`src/rtl/buzzer_pkg.sv`:
```
// Shared constants and helpers for the buzzer PCM generator: tone increments,
// amplitude levels, one-shot burst lengths and the amplitude ramp step function.
package buzzer_pkg;

    localparam int CNT_W = 13;
    localparam logic [CNT_W-1:0] ONE_SHOT_SHORT = 13'd1500;
    localparam logic [CNT_W-1:0] ONE_SHOT_LONG  = 13'd6000;

    typedef enum logic [0:0] {
        IDLE = 1'b0,
        RUN  = 1'b1
    } oneshot_state_t;

    // Phase increment per 48 kHz sample: round(f * 2^24 / 48000), f = 32768 / {8,10,12,14,16,20,24,28}.
    function automatic logic [23:0] freq_inc(input logic [2:0] sel);
        logic [23:0] inc;
        case (sel)
            3'd0:    inc = 24'd1431656;
            3'd1:    inc = 24'd1145325;
            3'd2:    inc = 24'd954437;
            3'd3:    inc = 24'd818089;
            3'd4:    inc = 24'd715828;
            3'd5:    inc = 24'd572662;
            3'd6:    inc = 24'd477219;
            3'd7:    inc = 24'd409045;
            default: inc = 24'd0;
        endcase
        return inc;
    endfunction

    function automatic logic [14:0] level_amp(input logic [2:0] sel);
        logic [14:0] lvl;
        case (sel)
            3'd0:    lvl = 15'h0000;
            3'd1:    lvl = 15'h0800;
            3'd2:    lvl = 15'h1000;
            3'd3:    lvl = 15'h1800;
            3'd4:    lvl = 15'h2000;
            3'd5:    lvl = 15'h2800;
            3'd6:    lvl = 15'h3000;
            3'd7:    lvl = 15'h4000;
            default: lvl = 15'h0000;
        endcase
        return lvl;
    endfunction

    // Move cur one step toward tgt, landing exactly on tgt instead of overshooting.
    function automatic logic [14:0] ramp_toward(input logic [14:0] cur,
                                                input logic [14:0] tgt,
                                                input logic [14:0] step);
        logic [14:0] nxt;
        if (cur < tgt) begin
            if ((tgt - cur) > step) nxt = cur + step;
            else                    nxt = tgt;
        end else if (cur > tgt) begin
            if ((cur - tgt) > step) nxt = cur - step;
            else                    nxt = tgt;
        end else begin
            nxt = cur;
        end
        return nxt;
    endfunction

endpackage

```
`src/rtl/buzzer_pcm_gen_tick.sv`:
```
// Fractional-rate tick generator: drift-free OUT_RATE pulses derived from a
// CLK_RATE clock with a wrap-and-subtract accumulator.
module frac_tick_gen #(
    parameter int unsigned CLK_RATE = 24576000,
    parameter int unsigned OUT_RATE = 48000
) (
    input  logic clk,
    input  logic reset,
    output logic tick
);

    localparam logic [31:0] CLK_W = 32'(CLK_RATE);
    localparam logic [31:0] OUT_W = 32'(OUT_RATE);

    logic [31:0] acc_r;
    logic [31:0] acc_sum_s;

    assign acc_sum_s = acc_r + OUT_W;

    // Accumulate the output rate; on crossing CLK_RATE wrap the remainder and pulse tick.
    always_ff @(posedge clk or posedge reset) begin
        if (reset) begin
            acc_r <= 32'd0;
            tick  <= 1'b0;
        end else if (acc_sum_s >= CLK_W) begin
            acc_r <= acc_sum_s - CLK_W;
            tick  <= 1'b1;
        end else begin
            acc_r <= acc_sum_s;
            tick  <= 1'b0;
        end
    end

endmodule

```
`src/rtl/buzzer_pcm_gen.sv`:
```
// Buzzer-to-PCM converter: square tone with linear attack/release ramp,
// selectable level and a retriggerable one-shot burst, emitted as signed stereo samples.
module buzzer_pcm_gen
    import buzzer_pkg::*;
#(
    parameter int unsigned CLK_RATE    = 24576000,
    parameter int unsigned SAMPLE_RATE = 48000,
    parameter logic [15:0] RAMP_STEP   = 16'h0100
) (
    input  logic        clk,
    input  logic        reset,
    input  logic        buzzer_en,
    input  logic [2:0]  freq_sel,
    input  logic [2:0]  level_sel,
    input  logic        one_shot_trig,
    input  logic        one_shot_long,
    output logic [15:0] pcm_l,
    output logic [15:0] pcm_r,
    output logic        sample_valid,
    output logic        one_shot_busy
);

    logic             tick_s;
    oneshot_state_t   state_r, state_s;
    logic [CNT_W-1:0] cnt_r, cnt_s;
    logic             long_r;
    logic [14:0]      amp_r, amp_next_s, target_s;
    logic [23:0]      phase_r, phase_next_s;
    logic             active_s;
    logic             polarity_s;
    logic [15:0]      sample_s;

    frac_tick_gen #(
        .CLK_RATE (CLK_RATE),
        .OUT_RATE (SAMPLE_RATE)
    ) u_tick (
        .clk   (clk),
        .reset (reset),
        .tick  (tick_s)
    );

    // One-shot next state: a trigger always (re)loads, so it wins over same-cycle expiry.
    always_comb begin
        state_s = state_r;
        cnt_s   = cnt_r;
        case (state_r)
            IDLE: begin
                if (one_shot_trig) begin
                    state_s = RUN;
                    cnt_s   = long_r ? ONE_SHOT_LONG : ONE_SHOT_SHORT;
                end else begin
                    state_s = IDLE;
                end
            end
            RUN: begin
                if (one_shot_trig) begin
                    cnt_s = long_r ? ONE_SHOT_LONG : ONE_SHOT_SHORT;
                end else if (tick_s) begin
                    if (cnt_r <= 13'd1) begin
                        cnt_s   = 13'd0;
                        state_s = IDLE;
                    end else begin
                        cnt_s = cnt_r - 13'd1;
                    end
                end else begin
                    cnt_s = cnt_r;
                end
            end
            default: begin
                state_s = IDLE;
                cnt_s   = 13'd0;
            end
        endcase
    end

    assign active_s   = buzzer_en | one_shot_busy;
    assign polarity_s = ~phase_r[23];

    // Per-sample datapath; phase parks at zero while silent so each tone opens on the positive half.
    always_comb begin
        target_s = 15'd0;
        if (active_s) target_s = level_amp(level_sel);
        else          target_s = 15'd0;
        amp_next_s = ramp_toward(amp_r, target_s, RAMP_STEP[14:0]);
        if ((amp_r == 15'd0) && !active_s) phase_next_s = 24'd0;
        else                               phase_next_s = phase_r + freq_inc(freq_sel);
        if (polarity_s) sample_s = {1'b0, amp_next_s};
        else            sample_s = 16'd0 - {1'b0, amp_next_s};
    end

    // State, ramp, phase and output registers; the sample datapath advances only on tick.
    always_ff @(posedge clk or posedge reset) begin
        if (reset) begin
            state_r       <= IDLE;
            cnt_r         <= 13'd0;
            one_shot_busy <= 1'b0;
            long_r        <= 1'b0;
            amp_r         <= 15'd0;
            phase_r       <= 24'd0;
            pcm_l         <= 16'd0;
            pcm_r         <= 16'd0;
            sample_valid  <= 1'b0;
        end else begin
            state_r       <= state_s;
            cnt_r         <= cnt_s;
            one_shot_busy <= (state_s == RUN);
            sample_valid  <= tick_s;
            if (tick_s) begin
                long_r  <= one_shot_long;
                amp_r   <= amp_next_s;
                phase_r <= phase_next_s;
                pcm_l   <= sample_s;
                pcm_r   <= sample_s;
            end else begin
                long_r  <= long_r;
                amp_r   <= amp_r;
                phase_r <= phase_r;
                pcm_l   <= pcm_l;
                pcm_r   <= pcm_r;
            end
        end
    end

endmodule

```
`config.mk`:
```
export PLATFORM = sky130hd
export DESIGN_NAME = buzzer_pcm_gen
export DESIGN_NICKNAME = d
export VERILOG_FILES = /design/src/rtl/buzzer_pkg.sv /design/src/rtl/buzzer_pcm_gen_tick.sv /design/src/rtl/buzzer_pcm_gen.sv
export SDC_FILE = /design/constraint.sdc
export NUM_CORES = 1
export LEC_CHECK = 0
export BUFFER_PORTS_ARGS = -buffer_cell sky130_fd_sc_hd__buf_2
export CAP_MARGIN = 0
export CORE_MARGIN = 2
export CORE_UTILIZATION = 60
export DETAILED_ROUTE_END_ITERATION = 8
export PLACE_DENSITY = 0.86
export SYNTH_ARGS = -nofsm -noshare
export SYNTH_HDL_FRONTEND = slang
export SYNTH_SLANG_ARGS = --single-unit
export TNS_END_PERCENT = 50
```
`constraint.sdc`:
```
create_clock -name clk -period 11.3 [get_ports clk]
set_input_delay 1.695 -clock clk [delete_from_list [all_inputs] [get_ports clk]]
set_output_delay 1.695 -clock clk [all_outputs]
set_load 0.01 [all_outputs]
```
# Yosys cells after proc, flatten, opt, wreduce, memory -nomap -nowiden
# Memory sizes are Yosys's and may differ from the RTL's.
# Cells that the tools add are included.
dict set report classes {
  n_shift 0
  n_mux 21
  addsub 9
  eq_ne 2
  reduce_logical 4
  multipliers 0
  n_div 0
  bitwise 2
  magnitude_cmp 6
}
# cell count
set ops {}
lappend ops {{2-to-1 mux 15 bit} 5}
lappend ops {{2-to-1 mux 13 bit} 5}
lappend ops {{2-to-1 mux 24 bit} 2}
lappend ops {{adder 32 x 16 -> 32 bit (second input constant)} 1}
lappend ops {{>= comparator 32 x 25 -> 1 bit (second input constant)} 1}
lappend ops {{2-to-1 mux 32 bit} 1}
lappend ops {{subtractor 32 x 25 -> 32 bit (second input constant)} 1}
lappend ops {{> comparator 15 x 9 -> 1 bit (second input constant)} 2}
lappend ops {{subtractor 15 bit} 2}
lappend ops {{case mux 13 bit (2 select lines)} 1}
lappend ops {{adder 24 bit} 1}
lappend ops {{2-to-1 mux 16 bit} 1}
lappend ops {{subtractor 1 x 15 -> 16 bit (first input constant)} 1}
lappend ops {{adder 15 x 9 -> 15 bit (second input constant)} 1}
lappend ops {{> comparator 15 bit} 1}
lappend ops {{zero test 15 bit} 1}
lappend ops {{< comparator 15 bit} 1}
lappend ops {{subtractor 15 x 9 -> 15 bit (second input constant)} 1}
lappend ops {{less-or-equal comparator 13 x 1 -> 1 bit (second input constant)} 1}
lappend ops {{subtractor 13 x 1 -> 13 bit (second input constant)} 1}
lappend ops {{2-to-1 mux 1 bit} 5}
lappend ops {{!= test 3 x 2 -> 1 bit (second input constant)} 1}
lappend ops {{!= test 2 bit (second input constant)} 1}
lappend ops {{case mux 1 bit (2 select lines)} 1}
lappend ops {{5 further kinds} 5}
dict set report totals {
  mem_bits_ro 200
  mem_count 2
  in_bits 11
  word_cells 55
  ff_bits 104
  latch_bits 0
  out_inout_bits 34
  ramBits 0
}
# memory words word_bits rd rd_clocked_by_memory_dff write_ports line_no
set mem_list {}
lappend mem_list {{(no name shown)} 8 21 1 0 0 buzzer_pkg.sv:17} ;# case (sel)
lappend mem_list {{(no name shown)} 8 4 1 0 0 buzzer_pkg.sv:33} ;# case (sel)

# Logic depth before layout (Yosys ltp)
dict set report logic_depth {
  ltp_word 9
  depth_mapped 18
  depth_no_buf 17
}

# By module
# From an unflattened synthesis, not the netlist that was laid out.
dict set report unflattened {
  cells_unflattened 879
  area_unflattened_um2 7656.1
}
# mod instances cells_per_inst seq_area_each_um2 area_per_inst_um2
set by_module_without_submodules {}
lappend by_module_without_submodules {buzzer_pcm_gen 1 663 1751.7 5666.7}
lappend by_module_without_submodules {frac_tick_gen 1 216 650.6 1989.4}

# Worst setup path after synthesis
# Ideal clock, no wire load.
dict set report synth_timing {
  path_type {input-to-reg}
  startpoint {input buzzer_en}
  endpoint {register pcm_r[15]}
  n_path_buf 1
  stages 14
  path_slack_ns 6.049
  t_required_ns 11.161
  setup_ns 0.139
  arrival_time_ns 5.111
  cell_sequence {or2_2 > and3_1 > ha_1 > fa_1 > nand2b_1 > a221o_1 > a21o_1 > clkbuf_1 > mux2i_1 > a2111oi_0 > a311oi_2 > or3_1 > o311ai_0 > o21ai_0}
}
dict set report synth_between {
  elab_chain_len 9
  word_cells_on_any_way 14
  cone_classes {3 x add/sub; 4 x order compare; 6 x mux; 1 x bitwise}
}
# element line_no
set synth_rtl {}
lappend synth_rtl {{from (decl)} buzzer_pcm_gen.sv:12} ;# input logic buzzer_en,
lappend synth_rtl {{bitwise OR 1 bit *} buzzer_pcm_gen.sv:76} ;# assign active_s = buzzer_en | one_shot_busy;
lappend synth_rtl {{2-to-1 mux 15 bit *} buzzer_pcm_gen.sv:82} ;# if (active_s) target_s = level_amp(level_sel);
lappend synth_rtl {{subtractor 15 bit} buzzer_pkg.sv:56} ;# if ((cur - tgt) > step) nxt = cur - step;
lappend synth_rtl {{> comparator 15 x 9 -> 1 bit} buzzer_pkg.sv:56}
lappend synth_rtl {{2-to-1 mux 15 bit} buzzer_pkg.sv:56}
lappend synth_rtl {{2-to-1 mux 15 bit} buzzer_pkg.sv:55} ;# end else if (cur > tgt) begin
lappend synth_rtl {{2-to-1 mux 15 bit *} buzzer_pkg.sv:52} ;# if (cur < tgt) begin
lappend synth_rtl {{subtractor 1 x 15 -> 16 bit *} buzzer_pcm_gen.sv:88} ;# else sample_s = 16'd0 - {1'b0, amp_next_s};
lappend synth_rtl {{2-to-1 mux 16 bit *} buzzer_pcm_gen.sv:87} ;# if (polarity_s) sample_s = {1'b0, amp_next_s};
lappend synth_rtl {{to (signal assigned)} buzzer_pcm_gen.sv:113} ;# pcm_r <= sample_s;
lappend synth_rtl {{to (signal assigned)} buzzer_pcm_gen.sv:119} ;# pcm_r <= pcm_r;
lappend synth_rtl {{to (decl)} buzzer_pcm_gen.sv:18} ;# output logic [15:0] pcm_r,
# Every way passes the cells marked *; elsewhere a longest branch is shown, timed or not.
# A chain may end at the register's enable or synchronous reset.

# Worst setup path in the final report
dict set report layout_timing {
  startpoint {input buzzer_en}
  endpoint {register pcm_r[14]}
}
dict set report layout_between {
  elab_chain_len 9
  word_cells_on_any_way 14
  cone_classes {3 x add/sub; 4 x order compare; 6 x mux; 1 x bitwise}
}
# element line_no
set layout_rtl {}
lappend layout_rtl {{bitwise OR 1 bit *} buzzer_pcm_gen.sv:76}
lappend layout_rtl {{2-to-1 mux 15 bit *} buzzer_pcm_gen.sv:82}
lappend layout_rtl {{subtractor 15 bit} buzzer_pkg.sv:56}
lappend layout_rtl {{> comparator 15 x 9 -> 1 bit} buzzer_pkg.sv:56}
lappend layout_rtl {{2-to-1 mux 15 bit} buzzer_pkg.sv:56}
lappend layout_rtl {{2-to-1 mux 15 bit} buzzer_pkg.sv:55}
lappend layout_rtl {{2-to-1 mux 15 bit *} buzzer_pkg.sv:52}
lappend layout_rtl {{subtractor 1 x 15 -> 16 bit} buzzer_pcm_gen.sv:88}
lappend layout_rtl {{2-to-1 mux 16 bit *} buzzer_pcm_gen.sv:87}
# Marks and branches as above.

==> run summary <==
status - complete, no violations
drt pass-1 iters - 5
R2R Path Start - state_r
DIE WIDTH - 116 µm
R2R depth - 15
post-route ant nets - 0
crit path max fanout - 7
vias - 6507
gpl congestion - 0.941
first-pass GRT wire length - 28900 µm
clk_lat worst skew - 0.36 ns
final clock skew - 0.0121 ns
most frequent cells in the layout - dfrtp_1 (95), nand2_1 (87), nor2_1 (67)
slew margin rel. - 0.295
die height - 116 µm
Reg-to-Reg End - pcm_r[14]
drt via density - 6.13
setup tns final - 0 ns
fillers - 991
CTS resizes - 0
CP Capture Type - flip-flop
synth-to-layout area growth - 6.42%
Initial DRC Count - 526
final core occ - 0.659
Met3 Wirelength - 904 µm
HPWL after DPL - 12500 µm
Mapped Cells - 881
CTS tree - yes
Yosys warnings - 0
number of global-route vias before repair - 6022
met1 wire length - 8080 µm
layout cells sized above 1 - 0.112
clk slew on worst S/H paths - 0.07 ns
Antenna diodes - 0
Syn Nets - 939
Final Critical Period - 5.38 ns
Synth cell types - 77
worst hold start - phase_r[16]
CTS sink cnt - 96
Max VDD drop - 0.0775 mV
largest net degree at the start of global routing - 71
multi-input logic area - 4670 µm²
setup bufs post-CTS - 0
crit path launch - buzzer_en
DRC viols - 0
clock buffer depth - 2
CTS Hold Buffers Added - 0
Post-synth ARST share - 1.00
Core Box Area - 12100 µm²
RSZ-0062 raised after global routing - no
Routed WL per cell - 16.1 µm
worst setup path endpoint - pcm_r[14]
flops & latches, synth - 96
Synth Flop Type - dfrtp_1
Syn Std Cell Area - 7500 µm²
Routed WL - 17100 µm
critical path launch point type - input port
max-slew violation count - 0
most common cell after layout, fill and taps aside - dfrtp_1
register area share after synthesis - 0.320
CTS Buf Count - 9
pwr dens - 92.4 nW/µm²
clock root cell - clkbuf_16
Post-synth EDFFs - 0
Pleak - 3.52 nW
initial antenna violation count - 0
Worst R2R Setup Slack - 6.87 ns
GRT Util Overall - 0.269
met2 wire len - 7850 µm
FF+latch area - 2400 µm²
global route overflow - 0
Place WS - 5.62 ns
data required time at the worst endpoint - 11.54 ns
Max Used Layer - met4
FP Rows - 40
total power - 0.738 mW
Min-Delay Path Class - reg -> reg
Slew @ Worst Pin - 1.05 ns
Worst Setup Path Type - in -> reg
H-tree depth - 3
Tcrit/Tclk final - 0.476
IO Port Bufs - 44
Mean Syn Cell Area - 8.51 µm²
WP data arrival - 5.62 ns
Starting Density - 0.619
Peak Freq - 186 MHz
die area - 13400 µm²
final worst slack - 5.92 ns
Max-cap violations - 0
final hold vios - 0
boundary pin count - 45
setup violators final - 0
nets - 947
kinds of logic (layout without fill, tap and decap cells):
kind of cell | after synthesis | count (layout) | synth area share
AO/OA/AOI/OAI | 242 | 242 | 0.221
adder cells (fa/ha/maj) | 47 | 47 | 0.0804
multiplexers | 18 | 18 | 0.0260
AND/OR/NAND/NOR | 311 | 311 | 0.209
XOR/XNOR | 73 | 73 | 0.0853
flip-flops | 96 | 96 | 0.320
buffers and inverters | 94 | 107 | 0.0574
metrics by stage:
stage	hold WS (ns)	area [µm²]	instances
2_1_floorplan	0.447	7500	881
3_3_place_gp	0.479	7690	1046
3_5_place_dp	0.480	7690	1046
4_1_cts	0.503	7980	1062
5_1_grt	0.519	7980	1062
6_report	0.497	7980	1062
routing by layer:
metal | vias to the layer above | GRT usage
li1 | 3186 | -
met4 | 0 | 0.0746
met5 | - | 0
met3 | 25 | 0.0481
met1 | 3079 | 0.385
met2 | 217 | 0.421
cell type report:
cell class | instances | share of cell area
Timing Repair Buffer | 48 | 0.0314
Inverter | 43 | 0.0205
Sequential cell | 96 | 0.301
Clock inverter | 6 | 0.00721
Clock buffer | 10 | 0.0287
Multi-Input combinational cell | 691 | 0.585
Tap cell | 168 | 0.0263
Yosys cell counts (4+ instances only):
library cell  count  area, µm²
a211oi_1          7       52.6
a21boi_0          5       37.5
a21o_1           16        120
a21oi_1          56        280
a31o_2            5       43.8
a31oi_1           6       37.5
and2_1           15       93.8
and3_1            6       37.5
buf_1             4       15.0
buf_2             5       25.0
buf_4            17        128
clkbuf_1         24       90.1
dfrtp_1          96       2400
ha_1             45        563
inv_1            42        158
mux2_2           12        135
mux2i_1           6       60.1
nand2_1          87        327
nand2b_1         12       75.1
nand3_1          25        125
nand4_1          16        100
nor2_1           67        251
nor2b_1          13       81.3
nor3_1           30        150
nor4_1            7       43.8
o211ai_1         11       82.6
o21a_1            4       30.0
o21ai_0          64        320
o21bai_1          4       30.0
o2bb2ai_1        11       96.3
o31a_1            4       35.0
o31ai_1          10       75.1
or2_2             4       25.0
or3_1             6       37.5
or4_1             5       37.5
xnor2_1          47        412
xor2_1           26        228
where the power goes:
| part | leakage [nW] | switching, mW | internal [mW] |
|---|---|---|---|
| sequential | 1.14 | 0.00246 | 0.346 |
| clock | 0.142 | 0.146 | 0.156 |
| combinational | 2.24 | 0.0553 | 0.0317 |
| total | 3.52 | 0.204 | 0.534 |
worst max-delay path, cell delays in order:
cell and delay, ns:
buf_2 0.11, or2_2 0.30, and3_1 0.23, ha_1 0.22, fa_1 0.50, nor4bb_1 0.28, nand4_1 0.18, a21oi_1 0.37
nand3_1 0.20, a21boi_1 0.24, nand2_1 0.17, ha_1 0.27, o2111ai_1 0.20, o41ai_2 0.29, xnor2_1 0.10, mux2_2 0.26
flip-flops by register name, indices dropped and copies added (netlist names):
register	flops
amp_r	14
cnt_r	13
long_r	1
pcm_r	16
phase_r	24
sample_valid	1
state_r	1
u_tick.acc_r	25
u_tick.tick	1
worst min path at each step:
stage / slack (ns) / end / depth (start not counted)
2_1_floorplan: 0.45 / sample_valid / 0
3_3_place_gp: 0.48 / cnt_r[8] / 2
3_5_place_dp: 0.48 / phase_r[16] / 1
4_1_cts: 0.50 / phase_r[16] / 1
5_1_grt: 0.52 / phase_r[14] / 1
6_report: 0.50 / phase_r[16] / 1
No activity file was read; power rests on OpenSTA's default activity.
